<file path="src/rtl/audio_sfx_scheduler.sv">
// audio_sfx_scheduler: Wishbone-fed SFX request queue that owns the player's clip select,
// with rewind gaps, urgent preemption and theme fallback. Optional watchdog: AUDIO_SCHED_TIMEOUT_EN.
//   state | meaning
//   IDLE  | nothing to play, play_sel = 0
//   THEME | background theme playing, play_sel = THEME_ID
//   GAP   | play_sel = 0 for GAP_CYCLES so the player rewinds
//   SFX   | popped SFX id playing until play_done
module audio_sfx_scheduler #(
  parameter int          QUEUE_DEPTH    = 4,
  parameter int          GAP_CYCLES     = 4,
  parameter int          THEME_ID       = 1,
  parameter int          MAX_ID         = 10,
  parameter logic [23:0] TIMEOUT_CYCLES = 24'd8000000
) (
  input  logic        wb_clk_i,
  input  logic        wb_rst_i,
  input  logic        wb_cyc_i,
  input  logic        wb_stb_i,
  input  logic        wb_we_i,
  input  logic [7:0]  wb_adr_i,
  input  logic [31:0] wb_dat_i,
  output logic [31:0] wb_dat_o,
  output logic        wb_ack_o,
  output logic [3:0]  play_sel,
  input  logic        play_done,
  output logic        irq_o
);

  localparam int AW = (QUEUE_DEPTH > 1) ? $clog2(QUEUE_DEPTH) : 1;
  localparam int CW = AW + 1;
  localparam int GW = $clog2(GAP_CYCLES + 1);

  typedef enum logic [1:0] {IDLE = 2'd0, THEME = 2'd1, GAP = 2'd2, SFX = 2'd3} state_t;

  state_t        state_q, state_d;
  logic          ack_q;
  logic [31:0]   dat_q, dat_d;
  logic          theme_en_q, theme_en_d;
  logic          ovf_q, ovf_d;
  logic          done_q, done_d;
  logic          timeout_q;
  logic [3:0]    mem_q [QUEUE_DEPTH];
  logic [AW-1:0] rd_ptr_q, rd_ptr_d, wr_ptr_q, wr_ptr_d;
  logic [CW-1:0] cnt_q, cnt_d;
  logic          urg_q, urg_d;
  logic [3:0]    urg_id_q, urg_id_d;
  logic [3:0]    cur_id_q, cur_id_d;
  logic [GW-1:0] gap_cnt_q;

  logic       bus_req, wr_en, wr_ctrl, wr_req, wr_clr;
  logic [3:0] req_id, pend_id;
  logic       req_urg, req_ok, urg_now, push_req, flush_now, clr_fifo;
  logic       fifo_full, fifo_avail, urg_pend, work_avail;
  logic       pop, take_urg, sfx_done, push_ok, wd_expire;
  logic       unused_bits;

  assign bus_req   = wb_cyc_i & wb_stb_i & ~ack_q;
  assign wr_en     = bus_req & wb_we_i;
  assign wr_ctrl   = wr_en && (wb_adr_i[3:2] == 2'd0);
  assign wr_req    = wr_en && (wb_adr_i[3:2] == 2'd1);
  assign wr_clr    = wr_en && (wb_adr_i[3:2] == 2'd3);
  assign req_id    = wb_dat_i[3:0];
  assign req_urg   = wb_dat_i[8];
  assign req_ok    = wr_req && (req_id >= 4'd2) && ({28'd0, req_id} <= 32'(MAX_ID));
  assign urg_now   = req_ok & req_urg;
  assign push_req  = req_ok & ~req_urg;
  assign flush_now = wr_ctrl & wb_dat_i[1];
  // An urgent request replaces the whole queue; its id waits in a side slot so count reads 0.
  assign clr_fifo  = flush_now | urg_now;

  assign fifo_full  = (cnt_q == CW'(QUEUE_DEPTH));
  assign fifo_avail = (cnt_q != '0) && !clr_fifo;
  assign urg_pend   = (urg_q & ~flush_now) | urg_now;
  assign pend_id    = urg_now ? req_id : urg_id_q;
  assign work_avail = urg_pend | fifo_avail;

  always_comb begin
    rd_ptr_d = rd_ptr_q;
    wr_ptr_d = wr_ptr_q;
    cnt_d    = cnt_q;
    push_ok  = 1'b0;
    if (clr_fifo) begin
      rd_ptr_d = '0;
      wr_ptr_d = '0;
      cnt_d    = '0;
    end else begin
      push_ok = push_req & (~fifo_full | pop);
      if (pop)     rd_ptr_d = rd_ptr_q + AW'(1);
      if (push_ok) wr_ptr_d = wr_ptr_q + AW'(1);
      if (push_ok && !pop)      cnt_d = cnt_q + CW'(1);
      else if (pop && !push_ok) cnt_d = cnt_q - CW'(1);
    end
  end

  always_comb begin
    state_d  = state_q;
    cur_id_d = cur_id_q;
    pop      = 1'b0;
    take_urg = 1'b0;
    sfx_done = 1'b0;
    case (state_q)
      IDLE: if (work_avail || theme_en_q) state_d = GAP;
      GAP: begin
        if (gap_cnt_q == '0) begin
          if (urg_pend) begin
            state_d  = SFX;
            take_urg = 1'b1;
            cur_id_d = pend_id;
          end else if (fifo_avail) begin
            state_d  = SFX;
            pop      = 1'b1;
            cur_id_d = mem_q[rd_ptr_q];
          end else if (theme_en_q) begin
            state_d = THEME;
          end else begin
            state_d = IDLE;
          end
        end
      end
      THEME: if (work_avail || !theme_en_q) state_d = GAP;
      SFX: begin
        if (urg_now) begin
          state_d = GAP;
        end else if (play_done || wd_expire) begin
          state_d  = GAP;
          sfx_done = 1'b1;
        end
      end
      default: state_d = IDLE;
    endcase
  end

  always_comb begin
    theme_en_d = theme_en_q;
    ovf_d      = ovf_q;
    done_d     = done_q;
    urg_d      = urg_q;
    urg_id_d   = urg_id_q;
    if (wr_ctrl) theme_en_d = wb_dat_i[0];
    if (flush_now) urg_d = 1'b0;
    if (urg_now) begin
      urg_d    = 1'b1;
      urg_id_d = req_id;
    end
    if (take_urg) urg_d = 1'b0;
    if (wr_clr && wb_dat_i[16]) ovf_d = 1'b0;
    if (wr_clr && wb_dat_i[17]) done_d = 1'b0;
    if (push_req && fifo_full && !pop) ovf_d = 1'b1;
    if (sfx_done && (cnt_d == '0) && !urg_d) done_d = 1'b1;
  end

  always_comb begin
    dat_d = '0;
    if (bus_req && !wb_we_i) begin
      case (wb_adr_i[3:2])
        2'd0:    dat_d = {31'd0, theme_en_q};
        2'd2:    dat_d = {13'd0, timeout_q, done_q, ovf_q, 5'd0, 1'b0, state_q, 3'd0, 5'(cnt_q)};
        default: dat_d = '0;
      endcase
    end
  end

  always_ff @(posedge wb_clk_i or posedge wb_rst_i) begin
    if (wb_rst_i) begin
      ack_q      <= 1'b0;
      dat_q      <= '0;
      state_q    <= IDLE;
      theme_en_q <= 1'b0;
      ovf_q      <= 1'b0;
      done_q     <= 1'b0;
      rd_ptr_q   <= '0;
      wr_ptr_q   <= '0;
      cnt_q      <= '0;
      urg_q      <= 1'b0;
      urg_id_q   <= '0;
      cur_id_q   <= '0;
      gap_cnt_q  <= '0;
      for (int i = 0; i < QUEUE_DEPTH; i++) mem_q[i] <= '0;
    end else begin
      ack_q      <= bus_req;
      dat_q      <= dat_d;
      state_q    <= state_d;
      theme_en_q <= theme_en_d;
      ovf_q      <= ovf_d;
      done_q     <= done_d;
      rd_ptr_q   <= rd_ptr_d;
      wr_ptr_q   <= wr_ptr_d;
      cnt_q      <= cnt_d;
      urg_q      <= urg_d;
      urg_id_q   <= urg_id_d;
      cur_id_q   <= cur_id_d;
      if (push_ok) mem_q[wr_ptr_q] <= req_id;
      if (state_q != GAP)       gap_cnt_q <= GW'(GAP_CYCLES - 1);
      else if (gap_cnt_q != '0) gap_cnt_q <= gap_cnt_q - GW'(1);
    end
  end

`ifdef AUDIO_SCHED_TIMEOUT_EN
  logic [23:0] wd_cnt_q;
  logic        timeout_d;

  assign wd_expire = (state_q == SFX) && (wd_cnt_q == '0);

  always_comb begin
    timeout_d = timeout_q;
    if (wr_clr && wb_dat_i[18]) timeout_d = 1'b0;
    if (wd_expire && !urg_now) timeout_d = 1'b1;
  end

  always_ff @(posedge wb_clk_i or posedge wb_rst_i) begin
    if (wb_rst_i) begin
      wd_cnt_q  <= '0;
      timeout_q <= 1'b0;
    end else begin
      if (state_q != SFX)      wd_cnt_q <= TIMEOUT_CYCLES - 24'd1;
      else if (wd_cnt_q != '0) wd_cnt_q <= wd_cnt_q - 24'd1;
      timeout_q <= timeout_d;
    end
  end

  assign irq_o       = done_q | ovf_q | timeout_q;
  assign unused_bits = ^{wb_adr_i[7:4], wb_adr_i[1:0], wb_dat_i[31:19], wb_dat_i[15:9], wb_dat_i[7:4]};
`else
  assign wd_expire   = 1'b0;
  assign timeout_q   = 1'b0;
  assign irq_o       = done_q | ovf_q;
  assign unused_bits = ^{wb_adr_i[7:4], wb_adr_i[1:0], wb_dat_i[31:18], wb_dat_i[15:9],
                         wb_dat_i[7:4], TIMEOUT_CYCLES};
`endif

  always_comb begin
    play_sel = 4'd0;
    if (state_q == THEME)    play_sel = 4'(THEME_ID);
    else if (state_q == SFX) play_sel = cur_id_q;
  end

  assign wb_ack_o = ack_q;
  assign wb_dat_o = dat_q;

endmodule

</file>
<file path="config.mk">
export PLATFORM = sky130hd
export DESIGN_NAME = audio_sfx_scheduler
export DESIGN_NICKNAME = d
export VERILOG_FILES = /design/src/rtl/audio_sfx_scheduler.sv
export SDC_FILE = /design/constraint.sdc
export NUM_CORES = 1
export LEC_CHECK = 0
export CAP_MARGIN = 5
export CORE_ASPECT_RATIO = 0.7
export CORE_UTILIZATION = 50
export CTS_CLUSTER_DIAMETER = 30
export DETAILED_ROUTE_END_ITERATION = 8
export HOLD_SLACK_MARGIN = 0.03
export MAX_ROUTING_LAYER = met4
export PLACE_DENSITY = 0.85
export SKIP_LAST_GASP = 1
export SYNTH_ARGS = -nofsm -noshare
export SYNTH_HDL_FRONTEND = slang
export SYNTH_SLANG_ARGS = --single-unit
</file>
<file path="constraint.sdc">
create_clock -name wb_clk_i -period 3.95 [get_ports wb_clk_i]
set_input_delay 1.185 -clock wb_clk_i [delete_from_list [all_inputs] [get_ports wb_clk_i]]
set_output_delay 1.185 -clock wb_clk_i [all_outputs]
set_load 0.005 [all_outputs]
</file>
Word level (Yosys, flattened, before mapping)
Index checks and enable logic that the tools add are counted.
{"block": "word_totals", "output_inout_bits": 38, "elab_cells": 145, "ff_bits": 73, "in_bits": 46}
{"block": "op_classes", "magnitude_cmp": 5, "addsub": 5, "mux": 49, "bitwise_logic": 19, "reduce_logical": 38, "n_eq_ne": 12}
{"cell": "$pmux W18 S2", "n": 1}
{"cell": "$mux W4", "n": 8}
{"cell": "$mux W2", "n": 11}
{"cell": "$mux W1", "n": 19}
{"cell": "$mux W18", "n": 1}
{"cell": "$bwmux W16", "n": 1}
{"cell": "$logic_and A1 B1 Y1", "n": 16}
{"cell": "$mux W3", "n": 5}
{"cell": "$reduce_bool A2 Y1", "n": 6}
{"cell": "$and A1 B1 Y1", "n": 8}
{"cell": "$bmux W4 S2", "n": 1}
{"cell": "$demux W4 S2", "n": 1}
{"cell": "$eq A2 B2 Y1 const B", "n": 4}
{"cell": "$ne A2 B2 Y1 const B", "n": 4}
{"cell": "$pmux W2 S4", "n": 1}
{"cell": "$ge A3 B3 Y1 const B", "n": 2}
{"cell": "$logic_not A1 Y1", "n": 6}
{"cell": "$logic_not A3 Y1", "n": 2}
{"cell": "$not A2 Y3", "n": 2}
{"cell": "$reduce_bool A3 Y1", "n": 2}
{"cell": "$sub A3 B1 Y3 const B", "n": 2}
{"cell": "$or A1 B1 Y1", "n": 5}
{"cell": "$add A2 B1 Y2 const B", "n": 2}
{"cell": "$eq A2 B1 Y1 const B", "n": 2}
{"cell": "11 further kinds", "n": 16}

Depth between registers and ports, before layout
{"block": "logic_depth", "word_depth": 25, "mapped_depth": 8}

Worst setup path before layout
No wires, ideal clock.
{"block": "synth_path", "kind": "input to register", "start": "input wb_adr_i[2]", "end": "register cur_id_q[3]", "path_stages": 8, "path_slack_ns": 0.960, "t_required_ns": 3.825, "arrival_ns": 2.866, "n_path_buf": 2, "setup_time_ns": 0.125, "path_cell_list": "buf_4 -> inv_1 -> nor4_1 -> and2_1 -> buf_6 -> mux2_2 -> mux2_2 -> mux2_2"}
{"block": "synth_via", "elab_cells_between_ends": 18, "cone_classes": "eq/ne (1); mux (2); bitwise (6); reduce/logical (9)"}
{"element": "start, declared", "line": "20", "rtl": "input logic [7:0] wb_adr_i,"}
{"element": "$eq A2 B1 Y1", "line": "60", "rtl": "assign wr_req = wr_en && (wb_adr_i[3:2] == 2'd1);"}
{"element": "$logic_and A1 B1 Y1", "line": "60"}
{"element": "$logic_and A1 B1 Y1 (2 in series)", "line": "64", "rtl": "assign req_ok = wr_req && (req_id >= 4'd2) && ({28'd0, req_id} <= 32'(MAX_ID));"}
{"element": "$and A1 B1 Y1", "line": "65", "rtl": "assign urg_now = req_ok & req_urg;"}
{"element": "$mux W4"}
{"element": "net pend_id[3]", "line": "51", "rtl": "logic [3:0] req_id, pend_id;"}
{"element": "$mux W4", "line": "105", "rtl": "if (urg_pend) begin"}
{"element": "end signal, assigned", "line": "191", "rtl": "cur_id_q <= cur_id_d;"}
{"element": "end, declared", "line": "47", "rtl": "logic [3:0] cur_id_q, cur_id_d;"}
The timed path passes the listed nets, and every way through them passes these cells.
A chain may end at the register's enable or synchronous reset.

Worst setup path after layout
{"block": "layout_path", "start": "input wb_dat_i[1]", "end": "register cur_id_q[3]"}
{"block": "layout_via", "elab_cells_between_ends": 16, "cone_classes": "order compare (2); mux (2); bitwise (6); reduce/logical (6)"}
{"element": "start, declared", "line": "21", "rtl": "input logic [31:0] wb_dat_i,"}
{"element": "$ge A4 B2 Y1", "line": "64"}
{"element": "$logic_and A1 B1 Y1", "line": "64"}
{"element": "$logic_and A1 B1 Y1 *", "line": "64"}
{"element": "$and A1 B1 Y1 *", "line": "65"}
{"element": "$mux W4 *"}
{"element": "net pend_id[3]", "line": "51"}
{"element": "$mux W4 *", "line": "105"}
Mark *: on every way through the listed nets, which the timed path passes. The rest lies on a longest branch.

==> results by group <==
Status
  • Outcome: finished, final reports clean

Floorplan
  • Initial core utilization: 53.68%
  • Site Rows: 21
  • X dimension of the die: slightly below 90 um
  • Number of top-level design ports: between 80 and 90
  • Die boundary height: between 60 and 70 um
  • Area of the die: 0.005574 sq mm
  • CORE AREA: 0.004913 sq mm

Logic synthesis
  • Area of the mapped netlist: 0.002638 sq mm
  • Count of synthesis-stage warnings from yosys: 0
  • Number of unique standard cell types used by synthesis: 43
  • Post-Synthesis Mean Instance Area: 11.32 sq um
  • Top area cells in the synthesized netlist: dfrtp_1 46%, mux2_2 12%, buf_4 7.4%, ha_1 4.3%, mux4_2 3.4%
  • Cell type with the largest total area after synthesis: dfrtp_1
  • Register bit total from synthesis: 48
  • Gate count after technology mapping: 233
  • Portion of the post-synthesis area used by sequential elements: between 40% and 50%
  • Post-synth top area share: 45.54%

Routing
  • Number of DRC markers after the initial detailed-route iteration: 110
  • Routed vias/inst: approximately 5.0
  • Routed WL: between 4000 and 5000 um
  • DR WL/cell: 14.16 um
  • Antenna-violating nets left: 0
  • Pre-Repair DR Iteration Count: 4
  • # DRC: 0
  • DR vias: 1681

Timing
  • Worst setup skew after layout: 0.006777 ns
  • RSZ-0062 raised after global routing: false
  • Max_slew headroom: 34.23%
  • Setup-failing EPs final: 0
  • Total negative slack: 0 ns
  • Period utilization: slightly below 90%
  • Crit path time final: between 3 and 4 ns
  • Hold Fails Final Rpt: 0
  • Final slew viol count: 0
  • Highest clock frequency the design can meet: 0.2911 GHz
  • Worst Setup Slack, final: 0.5147 ns
  • Measured slew at the worst slew-check pin: 0.9851 ns

Clocking
  • # resized after CTS: 0
  • Clk sinks: 48
  • Clk root buf: clkbuf_8
  • H-tree depth: 2
  • Maximum count of clock buffers along a single path: 2
  • CTS tree: done
  • Clock insertion delay at the later pin of the skew report: approximately 0.30 ns
  • Total clock buffers created by CTS: 5
  • Clock-pin transition on the worst setup and hold timing paths: 0.08 ns
  • Hold-fix buffers, CTS: 0
  • Post-CTS Repair Setup Buffers: 0

Setup path
  • Worst Setup Start Kind: input port
  • Arrival time at the worst endpoint: 3.62 ns
  • Endpoint type of the worst setup path: flip-flop
  • Critical Setup Path Class: input port to flip-flop
  • Endpoint required time on the critical path: 4.14 ns
  • Critical path peak fanout: 9

Placed design
  • Final Wtd Congestion: 0.7998
  • Cell count after placement: 327
  • Setup WS pre-CTS: between 0.2 and 0.25 ns
  • Count of buffers inserted at the top-level ports: 27
  • Placed wire-length estimate: approximately 3700 um

Power and ir drop
  • Static Leak: 1.466 nW
  • Worst VDD drop: between 0.2 and 0.25 mV
  • Pwr dens: about 500 mW/mm^2

Global route
  • Antenna violations before repair: 0
  • Remaining Overflow, GRT: 0
  • Aggregate global-route resource usage: 20.12%
  • Wire length of the first global-routing pass: 8190 um
  • Pin count of the biggest net entering global routing: 49
  • Vias in the first global route: 1704

Flow run
  • MaxCap Viol Count: 0

Finish
  • Number of filler cells placed in the layout: between 400 and 500
  • Number of nets at the end of the flow: 320
  • Fin util: 60.66%
  • Area growth, synth to finish: 13.00%
  • Number of antenna diodes: 0
  • Fraction of layout instances using a drive strength above 1: 20.30%
  • Cell Count, Final, Fillers Out: 335

Worst hold path
  • Worst hold-check path type: flip-flop to flip-flop
-- path summary, 6_finish.rpt --
path | start | endpoint | slack, ns | depth (start not counted)
max reg2reg | wb_ack_o | cur_id_q[3] | 1.46 | 6
min reg2reg | urg_id_q[1] | urg_id_q[1] | 0.50 | 1
min in group asynchronous | wb_rst_i | mem_q[1] | 1.43 | 2
max in group asynchronous | wb_rst_i | urg_id_q[1] | 1.91 | 2
min | urg_id_q[1] | urg_id_q[1] | 0.50 | 1
max | wb_dat_i[1] | cur_id_q[3] | 0.51 | 7
-- area by class of cell --
| type | instances | area [sq um] | area share, % |
|---|---|---|---|
| tap | 69 | 86.33 | 2.897 |
| multi-input combinational | 165 | 1246 | 41.81 |
| sequential | 48 | 1201 | 40.30 |
| inverter | 13 | 48.80 | 1.637 |
| timing repair buffer | 32 | 307.8 | 10.33 |
| clock buffer | 8 | 90.09 | 3.023 |
-- through the flow --
step | hold WS [ns] | power, W | cell area, sq um
after floorplan | 0.4530 | 0.001053 | 2728
after global placement | 0.4768 | 0.001127 | 2890
after detailed placement | 0.4840 | 0.001160 | 2890
after CTS | 0.5028 | 0.001456 | 2980
after global routing | 0.5115 | 0.001550 | 2980
final | 0.4981 | 0.001451 | 2980
-- kinds of logic (layout without fill, tap and decap cells) --
| family | after synthesis | in the layout | share of synthesized area [%] |
|---|---|---|---|
| xor gates and xnor gates | 4 | 4 | 1.329 |
| and+or+nand+nor | 68 | 68 | 14.18 |
| buffers and inverters | 44 | 53 | 10.63 |
| DFF | 48 | 48 | 45.54 |
| AOI/OAI and AO/OA | 20 | 20 | 5.883 |
| muxes | 39 | 39 | 18.03 |
| other | 1 | 25 | 0.1422 |
| adders and majority gates | 9 | 9 | 4.270 |
-- where the power goes --
group	total, W	switching, W	internal, W	leakage [nW]
clock network	0.000301	0.000158	0.000143	0.0455
logic	0.000467	0.000228	0.000240	0.783
registers	0.000682	0.0000962	0.000586	0.638
-- placed cells by master (no fill, tap or decap), types with 5 or more instances in the layout --
cell type        instances
dfrtp_1                 48
mux2_2                  28
clkdlybuf4s50_1         27
conb_1                  25
nand2_1                 18
inv_1                   12
nor2_1                  11
ha_1                     9
mux2i_1                  7
nor3_1                   6
clkbuf_8                 6
nand3_1                  5
nor4_1                   5
buf_4                    5
-- synth_stat cells (all sizes together) --
master   instances
dfrtp           48
buf             30
mux2            28
nand2           18
inv             13
nor2            11
ha               9
mux2i            7
nor3             6
and2             5
nand3            5
nor4             5
a21oi            4
mux4             4
nand2b           4
nor2b            4
o21ai            4
and3             3
xor2             3
a21boi           2
a21o             2
a22o             2
a211o            1
a211oi           1
a22oi            1
a31oi            1
and4             1
clkbuf           1
conb             1
nand3b           1
nand4bb          1
o22ai            1
o41ai            1
or2              1
or2b             1
or3              1
or4              1
xnor2            1
-- worst max-delay path, cell delays in order --
cell and delay, ns:
clkdlybuf4s50_1 0.65, nor3_1 0.11, nor4_1 0.33, and2_1 0.42, mux2_2 0.40, mux2_2 0.27
mux2_2 0.26
-- layer usage --
| metal | wire (um) | part of all wire (%) | up-vias | track usage [%] |
|---|---|---|---|---|
| li1 | - | - | 814 | - |
| met1 | 2236 | 47 | 816 | 27.31 |
| met2 | 2197 | 46 | 43 | 30.48 |
| met3 | 250 | 5.3 | 8 | 4.491 |
| met4 | 57 | 1.2 | 0 | 5.444 |
| met5 | 0 | 0 | - | - |
-- sequential cells by signal (all words and copies together) (netlist names) --
signal	cells
mem_q	16
wb_dat_o	7
cur_id_q	4
urg_id_q	4
cnt_q	3
gap_cnt_q	3
rd_ptr_q	2
state_q	2
wr_ptr_q	2
done_q	1
ovf_q	1
theme_en_q	1
urg_q	1
wb_ack_o	1
Power figures use the tool's default switching activity.
